`src/rtl/xor_parity_rx_if.sv`:
```
// Interface: xor_parity_rx_if
// Bundles the serial input and the parallel result signals of the
// xor_parity_rx receiver. The master modport is the receiver side; the
// slave modport is the line driver / result consumer side.
// Optional macro XOR_ERRCNT_EN adds the 8-bit errcnt signal.
interface xor_parity_rx_if #(
    parameter int DATA_W = 8
);
    logic              sin;
    logic [DATA_W-1:0] dout;
    logic              valid;
    logic              perr;
    logic              ferr;
    logic              busy;
`ifdef XOR_ERRCNT_EN
    logic [7:0]        errcnt;

    modport master (
        input  sin,
        output dout, valid, perr, ferr, busy, errcnt
    );

    modport slave (
        output sin,
        input  dout, valid, perr, ferr, busy, errcnt
    );
`else
    modport master (
        input  sin,
        output dout, valid, perr, ferr, busy
    );

    modport slave (
        output sin,
        input  dout, valid, perr, ferr, busy
    );
`endif
endinterface

```
`src/rtl/xor_parity_rx.sv`:
```
// Module: xor_parity_rx
// Serial frame receiver: start bit, DATA_W data bits LSB first, one
// parity bit, one stop bit. A running XOR of the data bits is combined
// with the received parity bit to flag parity errors; a low stop bit
// flags a framing error and parks the receiver in BRK until the line
// returns high, so a held-low line is never mistaken for a start bit.
// Optional macro XOR_ERRCNT_EN adds a saturating 8-bit error counter.
module xor_parity_rx #(
    parameter int DATA_W = 8,
    parameter bit ODD    = 1'b0
) (
    input  logic           clk,
    input  logic           rst,
    xor_parity_rx_if.master bus
);

    typedef enum logic [2:0] {
        IDLE = 3'd0,
        DATA = 3'd1,
        PAR  = 3'd2,
        STOP = 3'd3,
        BRK  = 3'd4
    } state_t;

    localparam int               CNT_W    = (DATA_W > 1) ? $clog2(DATA_W) : 1;
    localparam logic [CNT_W-1:0] CNT_LAST = CNT_W'(DATA_W - 1);

    state_t            state_q;
    logic [CNT_W-1:0]  cnt_q;
    logic              acc_q;
    logic [DATA_W-1:0] shift_q;
    logic [DATA_W-1:0] shift_d;
    logic              par_q;
    logic [DATA_W-1:0] dout_q;
    logic              valid_q;
    logic              perr_q;
    logic              ferr_q;
`ifdef XOR_ERRCNT_EN
    logic [7:0]        errcnt_q;
`endif

    // Next shift value: data arrives LSB first, so each new bit enters at
    // the top and the first bit ends up in bit 0 after DATA_W shifts.
    always_comb begin
        shift_d             = shift_q >> 1;
        shift_d[DATA_W-1]   = bus.sin;
    end

    // Frame state machine; all outputs are registered here.
    always_ff @(posedge clk) begin
        if (rst) begin
            state_q  <= IDLE;
            cnt_q    <= '0;
            acc_q    <= 1'b0;
            shift_q  <= '0;
            par_q    <= 1'b0;
            dout_q   <= '0;
            valid_q  <= 1'b0;
            perr_q   <= 1'b0;
            ferr_q   <= 1'b0;
`ifdef XOR_ERRCNT_EN
            errcnt_q <= 8'd0;
`endif
        end else begin
            valid_q <= 1'b0;
            case (state_q)
                IDLE: begin
                    if (!bus.sin) begin
                        state_q <= DATA;
                        cnt_q   <= '0;
                        acc_q   <= 1'b0;
                        shift_q <= '0;
                    end
                end
                DATA: begin
                    shift_q <= shift_d;
                    acc_q   <= acc_q ^ bus.sin;
                    cnt_q   <= cnt_q + 1'b1;
                    if (cnt_q == CNT_LAST) begin
                        state_q <= PAR;
                    end
                end
                PAR: begin
                    par_q   <= acc_q ^ bus.sin ^ ODD;
                    state_q <= STOP;
                end
                STOP: begin
                    dout_q  <= shift_q;
                    perr_q  <= par_q;
                    ferr_q  <= ~bus.sin;
                    valid_q <= 1'b1;
`ifdef XOR_ERRCNT_EN
                    if ((par_q || !bus.sin) && (errcnt_q != 8'hFF)) begin
                        errcnt_q <= errcnt_q + 8'd1;
                    end
`endif
                    state_q <= bus.sin ? IDLE : BRK;
                end
                BRK: begin
                    if (bus.sin) begin
                        state_q <= IDLE;
                    end
                end
                default: begin
                    state_q <= IDLE;
                end
            endcase
        end
    end

    assign bus.dout   = dout_q;
    assign bus.valid  = valid_q;
    assign bus.perr   = perr_q;
    assign bus.ferr   = ferr_q;
    assign bus.busy   = (state_q != IDLE);
`ifdef XOR_ERRCNT_EN
    assign bus.errcnt = errcnt_q;
`endif

endmodule

```
`src/flat_wrapper.sv`:
```
// flat-port wrapper written by rule: the top's interface ports become plain ports
module xor_parity_rx_flat 
#(
    parameter int DATA_W = 8,
    parameter bit ODD    = 1'b0
)
  (clk, rst, bus_sin, bus_dout, bus_valid, bus_perr, bus_ferr, bus_busy);
  xor_parity_rx_if #(.DATA_W(DATA_W)) bus_i ();
  input  logic clk;
  input  logic rst;
  input wire logic [$bits(bus_i.sin)-1:0] bus_sin;
  output wire logic [$bits(bus_i.dout)-1:0] bus_dout;
  output wire logic [$bits(bus_i.valid)-1:0] bus_valid;
  output wire logic [$bits(bus_i.perr)-1:0] bus_perr;
  output wire logic [$bits(bus_i.ferr)-1:0] bus_ferr;
  output wire logic [$bits(bus_i.busy)-1:0] bus_busy;
  assign bus_i.sin = bus_sin;
  assign bus_dout = bus_i.dout;
  assign bus_valid = bus_i.valid;
  assign bus_perr = bus_i.perr;
  assign bus_ferr = bus_i.ferr;
  assign bus_busy = bus_i.busy;
  xor_parity_rx #(.DATA_W(DATA_W), .ODD(ODD)) u_core (.clk(clk), .rst(rst), .bus(bus_i));
endmodule
```
`config.mk`:
```
export PLATFORM = sky130hd
export DESIGN_NAME = xor_parity_rx_flat
export DESIGN_NICKNAME = d
export VERILOG_FILES = /design/src/rtl/xor_parity_rx_if.sv /design/src/rtl/xor_parity_rx.sv /design/src/flat_wrapper.sv
export SDC_FILE = /design/constraint.sdc
export NUM_CORES = 1
export LEC_CHECK = 0
export BUFFER_PORTS_ARGS = -buffer_cell sky130_fd_sc_hd__buf_2
export CORE_MARGIN = 2
export CORE_UTILIZATION = 58
export DETAILED_ROUTE_END_ITERATION = 16
export GPL_TIMING_DRIVEN = 0
export PLACE_DENSITY = 0.79
export SYNTH_ARGS = -nofsm -noshare
export SYNTH_HDL_FRONTEND = slang
export SYNTH_SLANG_ARGS = --single-unit
```
`constraint.sdc`:
```
create_clock -name clk -period 2.7 [get_ports clk]
set_input_delay 0.27 -clock clk [delete_from_list [all_inputs] [get_ports clk]]
set_output_delay 0.27 -clock clk [all_outputs]
set_load 0.01 [all_outputs]
```
# Word-level counts from Yosys, hierarchy flattened

Index checks and enable logic that the tools add are counted.

Equal/unequal tests: 8
Multiplexer cells: 12
Add/subtract/negate cells: 1
Bitwise gates (word level): 2
Reduce and logical (&&, ||, !) cells: 5

Operator list:

| operator            | number |
|---|---|
| $pmux 8 s2          | 1 |
| $mux 3              | 5 |
| $pmux 3 s5          | 1 |
| $mux 8              | 1 |
| $eq 3x2->1 const B  | 2 |
| $eq 3x3->1 const B  | 2 |
| $pmux 3 s2          | 1 |
| $ne 2x2->1 const B  | 2 |
| $add 3x1->3 const B | 1 |
| $eq 3x1->1 const B  | 1 |
| $logic_not 3->1     | 1 |
| $reduce_and 3->1    | 1 |
| $reduce_bool 3->1   | 1 |
| $mux 1              | 2 |
| $ne 2x1->1 const B  | 1 |
| $pmux 1 s2          | 1 |
| $reduce_and 2->1    | 1 |
| $reduce_bool 2->1   | 1 |
| $not 1->1           | 1 |
| $xor 1x1->1         | 1 |

Output and inout port bits: 12
Input bits: 3
Flip-flop bits (word level): 27
Word-level logic and storage cells: 37

# Depth between registers and ports, before layout

Gate-level depths: netlist of run 1.

Depth after elaboration: 3
Gate-level depth with buffers: 5
Gate-level depth less buffers: 4

# Worst setup path before layout of run 1

No wires, ideal clock.

Path type: register -> register
Start: register u_core.state_q[2]
End: register u_core.shift_q[2]
Setup time: 132 ps
Setup slack: 1,597 ps
Period minus slack after synthesis: 1,103 ps
Required time: 2,568 ps
Arrival time: 971 ps
Path buffers: 2
Stages on the path, launching flop included: 6
Path through: dfxtp_1 > buf_6 > or2_1 > buf_6 > o21ai_1 > a21oi_1

Word-level cells in the longest chain between the ends: 3
Elaborated cells between the ends (all ways): 6
Those cells by class: eq/ne: 2; mux: 1; reduce/logical: 3

Ends and longest elaborated chain:

| what                                                             | line                | RTL |
|---|---|---|
| start, declared                                                  | xor_parity_rx.sv:28 | `state_t state_q;` |
| start signal, assigned                                           | xor_parity_rx.sv:97 | `state_q <= bus.sin ? IDLE : BRK;` |
| $eq 3x1->1 or $logic_not 3->1 (tied branches)                    | xor_parity_rx.sv:66 | `case (state_q)` |
| $reduce_bool 2->1 (no source line) or $ne 2x2->1 (tied branches) | n/a                 |  |
| $reduce_and 2->1 (no source line)                                | n/a                 |  |
| end signal, assigned                                             | xor_parity_rx.sv:76 | `shift_q <= shift_d;` |
| end, declared                                                    | xor_parity_rx.sv:31 | `logic [DATA_W-1:0] shift_q;` |

Parallel ways exist; a longest one is shown, timed or not.
A chain may end at the register's enable or synchronous reset.

# Worst setup path after layout of run 1

Start: register u_core.state_q[0]
End: output bus_busy

Word-level cells in the longest chain between the ends: 1

Ends and longest elaborated chain:

| what              | line                 | RTL |
|---|---|---|
| $reduce_bool 3->1 | xor_parity_rx.sv:115 | `assign bus.busy = (state_q != IDLE);` |
| end, declared     | flat_wrapper.sv:16   | `output wire logic [$bits(bus_i.busy)-1:0] bus_busy;` |

No other way between the ends.

==> summary.txt, run 1 <==
Run status
  – Status: complete, no violations

Floorplanning
  – Initial Util: 62.77%
  – Die height: 47.70 µm
  – # rows: 15
  – Die ar.: 0.002275 mm²
  – Die Span X: between 40 and 50 µm
  – Core area: 0.001764 mm²
  – Num ports: 15

Critical path
  – Critical Path AT: 1.28 ns
  – Highest-delay cell along the critical path: dfxtp_1
  – Max incr delay on CP: 0.34 ns
  – RR Endpoint: u_core.shift_q[7]$_SDFFE_PP0P_
  – Flop2flop setup slack: 1.50 ns
  – Critical path buffers and inverters: 2
  – Crit path max fanout: 10
  – Worst Setup Path Type: flip-flop to output port
  – WP data required: between 2 and 2.5 ns
  – CP Capture Type: output port
  – Worst r2r path cells: 5
  – Startpoint types: flip-flop
  – Kind of cell adding the most delay to the critical path: flip-flops
  – CP Cell Sequence: buf_4 > or3_1 > buf_2
  – Worst r2r src: u_core.state_q[2]$_SDFFE_PP0P_

GRT
  – Initial antenna violation count: 0
  – Congestion Overflow GR: 0
  – Largest net degree at the start of global routing: 16
  – Met3 usage: 2.264%
  – Global-route wire length before repair: ~3 mm
  – GRT Total Usage: 18.87%
  – Layer with the highest usage: met2
  – GR Util met1: 25.00%
  – Vias in the first global route: 695
  – Met2 Use GR: 30.93%

Synth
  – Synth warn: 0
  – Post-synth top area share: about half
  – Synth top area cells: dfxtp_1 49%, a21oi_1 9.9%, nand2_1 9.5%
  – EDFF count, synth: 0
  – Flops & latches, synth: 27
  – Primary FF master, synth: dfxtp_1
  – Mean area per synthesized cell: 8.651 µm²
  – Syn Inst Count: ~130
  – Most common cell in the netlist: nand2_1
  – Sequential area share after synthesis: roughly half
  – Post-Syn Area: 0.001107 mm²
  – Synth cell count leaders: 28 x nand2_1, 27 x dfxtp_1, 22 x a21oi_1
  – Mapped Nets: 133
  – Library cells used by synthesis: 26
  – Fraction of registers with async set or reset after synthesis: 0%
  – Yosys top cell by area: dfxtp_1

Layout
  – Fillers: 160
  – Ant. Diodes: 0
  – Utilization after layout: 69.50%
  – Final nets: 150
  – Area grow syn2layout: 10.73%
  – Share of layout cells above drive strength 1: between 10% and 20%
  – Area of the multi-input gates: a little under 500 µm²
  – Register area: 540.5 µm²

Drt
  – Via density: 5.284
  – Wirelength, routed: 1.936 mm
  – Vias: a little under 900
  – DRT iter0 DRCs: 12
  – Detailed Routing Iterations Pass 1: 4
  – # DRC: 0
  – Routed len/inst: 11.46 µm
  – Final antenna-violating net count: 0

Place
  – DP HPWL: between 1 and 1.5 mm
  – GPL Wtd Cong: 0.7452
  – PortBufs: 12

Timing
  – Final hold violation count: 0
  – Clock Skews: 0.006277 ns
  – Slew headroom: between 70 and 80%
  – Unrepaired setup endpoints after global routing: false
  – Clock period minus worst slack: 1.552 ns
  – Achievable Freq: 644.3 MHz
  – Final total negative setup slack: 0 ns
  – Final setup fails: 0
  – Worst Max-Slew Pin Slew: ~0.45 ns
  – Final Max Tran Viols: 0
  – Final Cycle Share: 57.48%

Power
  – Worst VDD drop: 417.1 µV
  – Pwr Density: about 500 mW/mm²
  – Pleak: between 0.4 and 0.5 nW

Clocking
  – Clock Latency Late Sink: ~0.32 ns
  – Root buf cell: clkbuf_4
  – Clock Sinks: 27
  – Clock Tree Buf Depth: 2
  – CTS buffer count: 3
  – Hold-fix buffers, CTS: 0
  – H-tree lvl count: 1
  – Clk slew on worst S/H paths: 0.14 ns
  – PostCTS Resize Cnt: 0
  – CTS tree: done
  – Setup bufs post-CTS: 0

Worst hold path
  – Hold endpoint: u_core.state_q[2]$_SDFFE_PP0P_
  – Hold depth: 2
  – HP Start: bus_sin
  – Worst hold path class: input port to flip-flop

Flow run
  – Max cap viols: 0
==> worst max path at each step <==
stage	from	end	slack (ns)	cells past startpoint
after CTS	u_core.state_q[0]$_SDFFE_PP0P_	bus_busy	1.14	3
after detailed placement	rst	u_core.shift_q[7]$_SDFFE_PP0P_	1.47	3
after floorplan	u_core.state_q[2]$_SDFFE_PP0P_	u_core.shift_q[2]$_SDFFE_PP0P_	1.60	5
after global routing	u_core.state_q[0]$_SDFFE_PP0P_	bus_busy	1.08	3
after global placement	rst	u_core.shift_q[6]$_SDFFE_PP0P_	1.50	3
final	u_core.state_q[0]$_SDFFE_PP0P_	bus_busy	1.15	3
==> layout by cell type (no fill, tap or decap), drive strengths merged <==
cell	n
buf	21
and2b	1
nor2b	2
clkinv	1
a21oi	22
nand3b	2
nor4b	1
and3b	1
xnor2	1
o21ai	13
or3	1
a211oi	3
nand2b	3
clkbuf	5
dfxtp	27
nor3b	3
nand2	28
ha	2
o22ai	1
nor3	1
or2	1
nor2	4
==> cells by family after synthesis <==
group / after synthesis / synth area share [%]
buffers and inverters: 11 / 7.457
and+or+nand+nor: 48 / 21.81
adders and majority gates: 2 / 2.260
xor gates and xnor gates: 1 / 0.7911
AOI/OAI and AO/OA: 39 / 18.87
DFF: 27 / 48.81
==> routing by layer <==
metal / routed length, µm / vias up
met3: 40 / 4
met4: 29 / 0
li1: - / 468
met2: 911 / 13
met1: 955 / 408
met5: 0 / -
==> registers in the layout (all words and copies together), names as in the netlist <==
register,count
u_core.bus.valid,1
u_core.par_q,1
u_core.bus.perr,1
u_core.shift_q,8
u_core.cnt_q,3
u_core.state_q,3
u_core.bus.dout,8
u_core.acc_q,1
u_core.bus.ferr,1
==> per-stage QoR <==
| step | worst slack [ns] | hold slack, ns | power, mW | cell area (µm²) | cells |
|---|---|---|---|---|---|
| global placement | 1.503 | 0.4383 | 0.4563 | 1199 | 165 |
| global route | 1.084 | 0.2400 | 0.6402 | 1226 | 169 |
| detailed placement | 1.467 | 0.4441 | 0.4582 | 1199 | 165 |
| floorplan | 1.597 | 0.4305 | 0.4482 | 1107 | 128 |
| CTS | 1.140 | 0.2154 | 0.6233 | 1226 | 169 |
| finish | 1.148 | 0.2176 | 0.6219 | 1226 | 169 |
==> report_power, final <==
group	switching, mW	internal, mW
combinational	0.0266	0.0167
clock	0.117	0.0555
sequential	0.00311	0.403
==> area by class of cell <==
cell class	count	area share, %
plain buffers	11	6.735
clock buffers	3	1.837
flip-flops and latches	27	44.08
clock inverters	1	0.4082
well taps	25	2.551
repair buffers	12	4.898
multi-input cells	90	39.49
(Power assumes the default switching activity.)
==> inputs of run 2 (changes only) <==
--- a/config.mk
+++ b/config.mk
@@ -6,11 +6,12 @@
 export NUM_CORES = 1
 export LEC_CHECK = 0
 export BUFFER_PORTS_ARGS = -buffer_cell sky130_fd_sc_hd__buf_2
+export CORE_ASPECT_RATIO = 1.5
 export CORE_MARGIN = 2
-export CORE_UTILIZATION = 58
+export CORE_UTILIZATION = 49
 export DETAILED_ROUTE_END_ITERATION = 16
 export GPL_TIMING_DRIVEN = 0
-export PLACE_DENSITY = 0.79
+export PLACE_DENSITY = 0.71
 export SYNTH_ARGS = -nofsm -noshare
 export SYNTH_HDL_FRONTEND = slang
 export SYNTH_SLANG_ARGS = --single-unit
==> constraint.sdc (replaced) <==
create_clock -name clk -period 1.3 [get_ports clk]
set_input_delay 0.13 -clock clk [delete_from_list [all_inputs] [get_ports clk]]
set_output_delay 0.13 -clock clk [all_outputs]
set_load 0.01 [all_outputs]
==> run 2 against run 1 <==
  * The flow now finishes with violations (negative setup slack)
  * Non-clock buffer count grew 1
  * Hold slack got worse by 0.14 ns
  * Clock power rose by 110%
  * Clock skew is 0.0053 ns higher
  * Register-to-register slack got worse by 1.5 ns
  * Global-route usage down 2.4 points
  * Critical path depth down 1
  * Core utilization fell by 10 points
==> summary.txt, run 2 (synthesis gave the netlist of run 1 again) <==
Floorplanning
  – Die Span X: 42.82 µm
  – # rows: 21
  – Core area: 0.002181 mm²
  – Die ar.: 0.002664 mm²
  – Num ports: 15
  – Initial Util: 50.77%
  – Die height: 62.22 µm

Drt
  – Wirelength, routed: just over 2 mm
  – Final antenna-violating net count: 0
  – Detailed Routing Iterations Pass 1: 3
  – Via density: 5.167
  – DRT iter0 DRCs: 13
  – Routed len/inst: 12.18 µm
  – Vias: 868
  – # DRC: 0

Power
  – Worst VDD drop: around 610 µV
  – Tot Pwr: around 1.3 mW
  – Pleak: 0.4860 nW
  – Pwr Density: 1001 mW/mm²

Critical path
  – Critical path buffers and inverters: 1
  – CP Capture Type: output port
  – Critical Path AT: 1.18 ns
  – Crit path max fanout: 2
  – Kind of cell adding the most delay to the critical path: flip-flops
  – Startpoint types: flip-flop
  – CP Cell Sequence: or3_1 > buf_2
  – Worst Setup Path Type: flip-flop to output port
  – WP data required: 1.17 ns
  – Max incr delay on CP: 0.37 ns
  – Highest-delay cell along the critical path: dfxtp_4

Layout
  – Area grow syn2layout: 17.06%
  – Area of the multi-input gates: 530.5 µm²
  – Fin cells: 168
  – Most frequent cells in the layout: 28 x nand2_1, 24 x dfxtp_1, 22 x a21oi_1, 14 x buf_2, 10 x o21ai_2
  – Commonest non-fill, non-tap cell in the layout: nand2_1
  – Register area: 551.8 µm²
  – Ant. Diodes: 0
  – Final nets: 151
  – Share of layout cells above drive strength 1: 31.03%
  – Fillers: 213

Clocking
  – Clock Tree Buf Depth: 2
  – Root buf cell: clkbuf_4
  – CTS tree: done
  – H-tree lvl count: 1
  – Clock Latency Late Sink: 0.32 ns
  – Clk slew on worst S/H paths: approximately 0.15 ns
  – Clock Sinks: 27
  – Hold-fix buffers, CTS: 0
  – CTS buffer count: 3

Run status
  – Status: finished, violations left
  – Failing checks: negative setup slack

Place
  – DP HPWL: 1.414 mm
  – Cells after DPL: 163
  – Setup WS pre-CTS: ~0.1 ns
  – GPL Wtd Cong: 0.7513
  – PortBufs: 12

Timing
  – Final hold violation count: 0
  – Final Cycle Share: 101.1%
  – Final Max Tran Viols: 0
  – Fin worst setup slack: -0.01389 ns
  – Worst Max-Slew Pin Slew: about 0.45 ns
  – Clock period minus worst slack: 1.314 ns
  – Unrepaired setup endpoints after global routing: true
  – Slew headroom: 69.75%
  – Achievable Freq: 761.1 MHz
  – Hold slack: 0.08107 ns
  – Final setup fails: 1
  – Clock Skews: 0.01160 ns

GRT
  – Largest net degree at the start of global routing: 16
  – Vias in the first global route: 828
  – Initial antenna violation count: 0
  – GRT Total Usage: 16.47%
  – Global-route wire length before repair: 3.525 mm
  – Congestion Overflow GR: 0

Worst hold path
  – Worst hold path class: input port to flip-flop

Flow run
  – Max cap viols: 0
-- run 2: cell count changes in the layout (fill, tap and decap cells not counted), sizes merged --
cell and delta:
buf +1
-- run 2: final cells by class --
class	instances	share of cell area (%)
plain buffers	8	5.212
clock buffers	3	1.737
clock inverters	1	0.3861
multi-input cells	90	40.93
flip-flops and latches	27	42.57
well taps	23	2.220
repair buffers	16	6.950
-- run 2: what timing repair did --
action	4_1_cts	5_1_grt
endpoints found under the setup margin	1	21
gates resized for setup	5	19
buffers inserted	3	1
hold endpoints to repair	0	0
pin swaps	0	1
-- run 2: worst paths after layout --
| path | from | end | slack [ns] | cells after the start |
|---|---|---|---|---|
| min | bus_sin | u_core.state_q[2]$_SDFFE_PP0P_ | 0.08 | 2 |
| max | u_core.state_q[2]$_SDFFE_PP0P_ | bus_busy | -0.01 | 2 |
| min reg2reg | u_core.bus.dout[4]$_SDFFE_PP0P_ | u_core.bus.dout[4]$_SDFFE_PP0P_ | 0.46 | 2 |
| max reg2reg | u_core.state_q[2]$_SDFFE_PP0P_ | u_core.shift_q[2]$_SDFFE_PP0P_ | 0.04 | 5 |
-- run 2: metal layers --
metal | track usage [%] | part of all wire (%)
met1 | 20.00 | 46
met5 | 0 | 0
met2 | 28.41 | 51
met4 | 5.859 | 0.98
met3 | 2.616 | 2.2
-- run 2: metrics by stage --
stage / instance area, µm² / TNS, ns / util, %
after global placement: 1196 / 0 / 54.85
final: 1296 / -0.01389 / 59.44
after global routing: 1296 / -0.08778 / 59.44
after detailed placement: 1196 / 0 / 54.85
after floorplan: 1107 / 0 / -
after CTS: 1225 / -0.01887 / 56.17
-- run 2: report_power, final --
group	internal (mW)	leakage, nW	switching [mW]	total, mW
Sequential	0.833	0.220	0.00945	0.843
Combinational	0.0422	0.248	0.0596	0.102
Clock	0.115	0.0177	0.238	0.353
==> inputs of run 3 (changes only) <==
--- a/config.mk
+++ b/config.mk
@@ -5,7 +5,7 @@
 export SDC_FILE = /design/constraint.sdc
 export NUM_CORES = 1
 export LEC_CHECK = 0
-export BUFFER_PORTS_ARGS = -buffer_cell sky130_fd_sc_hd__buf_2
+export BUFFER_PORTS_ARGS = -buffer_cell sky130_fd_sc_hd__buf_4
 export CORE_ASPECT_RATIO = 1.5
 export CORE_MARGIN = 2
 export CORE_UTILIZATION = 49
==> run 3 against run 2 <==
  * The flow still finishes with violations (negative setup slack)
  * Die area stayed put
  * Setup slack worse by 0.043 ns
  * Final cell count is 1.2% higher
  * Fmax is 3.2% lower
  * Clock power is 1% lower
  * Critical endpoint unchanged
  * Largest power group unchanged
==> summary.txt, run 3 (synthesis gave the netlist of run 1 again) <==
Place
  – Cells after DPL: roughly 160
  – GPL Wtd Cong: 0.7175
  – PortBufs: 12
  – Post-DP Area: 0.001226 mm²
  – DP HPWL: 1.430 mm

Clocking
  – Clk slew on worst S/H paths: ~0.14 ns
  – Hold-fix buffers, CTS: 0
  – CTS tree: done
  – H-tree lvl count: 1
  – Clock Sinks: 27
  – Root buf cell: clkbuf_4
  – CTS buffer count: 3
  – Clock Latency Late Sink: 0.31 ns
  – Clock Tree Buf Depth: 2

Timing
  – Final total negative setup slack: -0.06479 ns
  – Final Max Tran Viols: 0
  – Fin worst setup slack: -0.05670 ns
  – Hold slack: 0.07292 ns
  – Achievable Freq: 737.1 MHz
  – Worst Max-Slew Pin Slew: 0.4471 ns
  – Clock period minus worst slack: 1.357 ns
  – Final setup fails: 2
  – Slew headroom: between 70% and 80%
  – Final Cycle Share: 104.4%
  – Unrepaired setup endpoints after global routing: true
  – Final hold violation count: 0
  – Clock Skews: ~0.0082 ns

Layout
  – Share of layout cells above drive strength 1: 27.21%
  – Final nets: 153
  – Ant. Diodes: 0
  – Most frequent cells in the layout: 28 x nand2_1, 24 x dfxtp_1, 20 x a21oi_1, 15 x buf_4, 7 x o21ai_1
  – Commonest non-fill, non-tap cell in the layout: nand2_1
  – Area grow syn2layout: 19.21%
  – Post-Layout Inst Area: ~0.0013 mm²
  – Fin cells: 170

Floorplanning
  – # rows: 21
  – Core area: 0.002181 mm²
  – Die Span X: 42.82 µm
  – Num ports: 15
  – Die ar.: 0.002664 mm²
  – Die height: 62.22 µm
  – Initial Util: 50.77%

GRT
  – Initial antenna violation count: 0
  – Congestion Overflow GR: 0
  – GRT Total Usage: 16.20%
  – Largest net degree at the start of global routing: 16
  – Vias in the first global route: 789
  – Global-route wire length before repair: ~3.4 mm

Power
  – Sequential share of power: 65.5%
  – Worst VDD drop: 647.3 µV
  – Pwr Density: 982.1 mW/mm²
  – Tot Pwr: ~1.3 mW
  – Psw: 300.2 µW
  – Combinational cell fraction of total power: 7.5%
  – Pleak: 0.4899 nW
  – Internal: 996.1 µW
  – Clock power share: 26.9%
  – Switch share: ~23%

Run status
  – Status: finished, violations left
  – Failing checks: negative setup slack

Drt
  – Detailed Routing Iterations Pass 1: 3
  – DRT iter0 DRCs: 9
  – Routed len/inst: 11.85 µm
  – Vias: between 800 and 900
  – Wirelength, routed: ~2 mm
  – # DRC: 0
  – Via density: 5.100
  – Final antenna-violating net count: 0

Critical path
  – Startpoint types: flip-flop
  – Critical Path AT: 1.23 ns
  – Worst Setup Path Type: flip-flop to output port
  – CP Cell Sequence: buf_6 > or3_4 > buf_6
  – Crit path max fanout: 3
  – CP Capture Type: output port
  – Max incr delay on CP: 0.36 ns
  – WP data required: 1.17 ns
  – CP dominant cell by count: buf_6
  – Highest-delay cell along the critical path: dfxtp_2

Worst hold path
  – Worst hold path class: input port to flip-flop

Flow run
  – Max cap viols: 0
run 3: changes by cell type in the layout (fill, tap and decap cells not counted), moves of 4 or more:
cell,change
buf_4,+10
buf_2,-11
buf_6,+4
o21ai_1,+7
o21ai_2,-7
run 3: worst max-delay path, delay by kind of cell (launching register included):
family,cells,cell delay (ns)
AND/OR/NAND/NOR,1,0.32
buffers and inverters,2,0.24
flip-flops,1,0.36
run 3: power groups by stage:
| stage | clock [mW] | sequential (mW) | combinational (mW) |
|---|---|---|---|
| finish | 0.349 | 0.850 | 0.0977 |
| CTS | 0.360 | 0.851 | 0.0830 |
| global placement | 0 | 0.862 | 0.0880 |
| floorplan | 0 | 0.860 | 0.0704 |
| global route | 0.406 | 0.852 | 0.109 |
| detailed placement | 0 | 0.862 | 0.0905 |
run 3: through the flow:
step	setup slack (ns)	util [%]
finish	-0.05670	60.53
CTS	-0.1236	57.83
global placement	0.1406	56.22
global route	-0.1118	60.53
detailed placement	0.1178	56.22
floorplan	0.1970	-
run 3: timing repair:
item	CTS	global route
endpoints found under the setup margin	1	20
gates cloned	0	1
pin swaps	1	6
gates resized for setup	4	11
setup buffers	1	3
run 3: layout make-up:
| type | instances | area [µm²] |
|---|---|---|
| fill | 216 | 860.8 |
| sequential | 27 | 546.8 |
| clock buffer | 3 | 22.52 |
| clock inverter | 1 | 5.005 |
| tap | 23 | 28.78 |
| timing repair buffer | 17 | 135.1 |
| buffer | 9 | 67.56 |
| multi-input combinational | 90 | 514.2 |
run 3: path summary, 6_finish.rpt:
kind | start | to | slack [ns] | depth (start not counted)
worst min register to register | u_core.bus.dout[5]$_SDFFE_PP0P_ | u_core.bus.dout[5]$_SDFFE_PP0P_ | 0.46 | 2
worst min-delay path | bus_sin | u_core.state_q[2]$_SDFFE_PP0P_ | 0.07 | 2
worst max register to register | u_core.state_q[1]$_SDFFE_PP0P_ | u_core.shift_q[6]$_SDFFE_PP0P_ | -0.01 | 6
worst max-delay path | u_core.state_q[1]$_SDFFE_PP0P_ | bus_busy | -0.06 | 3
run 3: metal layers:
| metal | global-route usage (%) | share of wire, % | vias to the layer above |
|---|---|---|---|
| met1 | 19.71 | 45 | 389 |
| met5 | 0 | 0 | - |
| met4 | 7.031 | 0.99 | 0 |
| met2 | 27.84 | 52 | 10 |
| met3 | 1.744 | 2.9 | 2 |
| li1 | - | - | 466 |
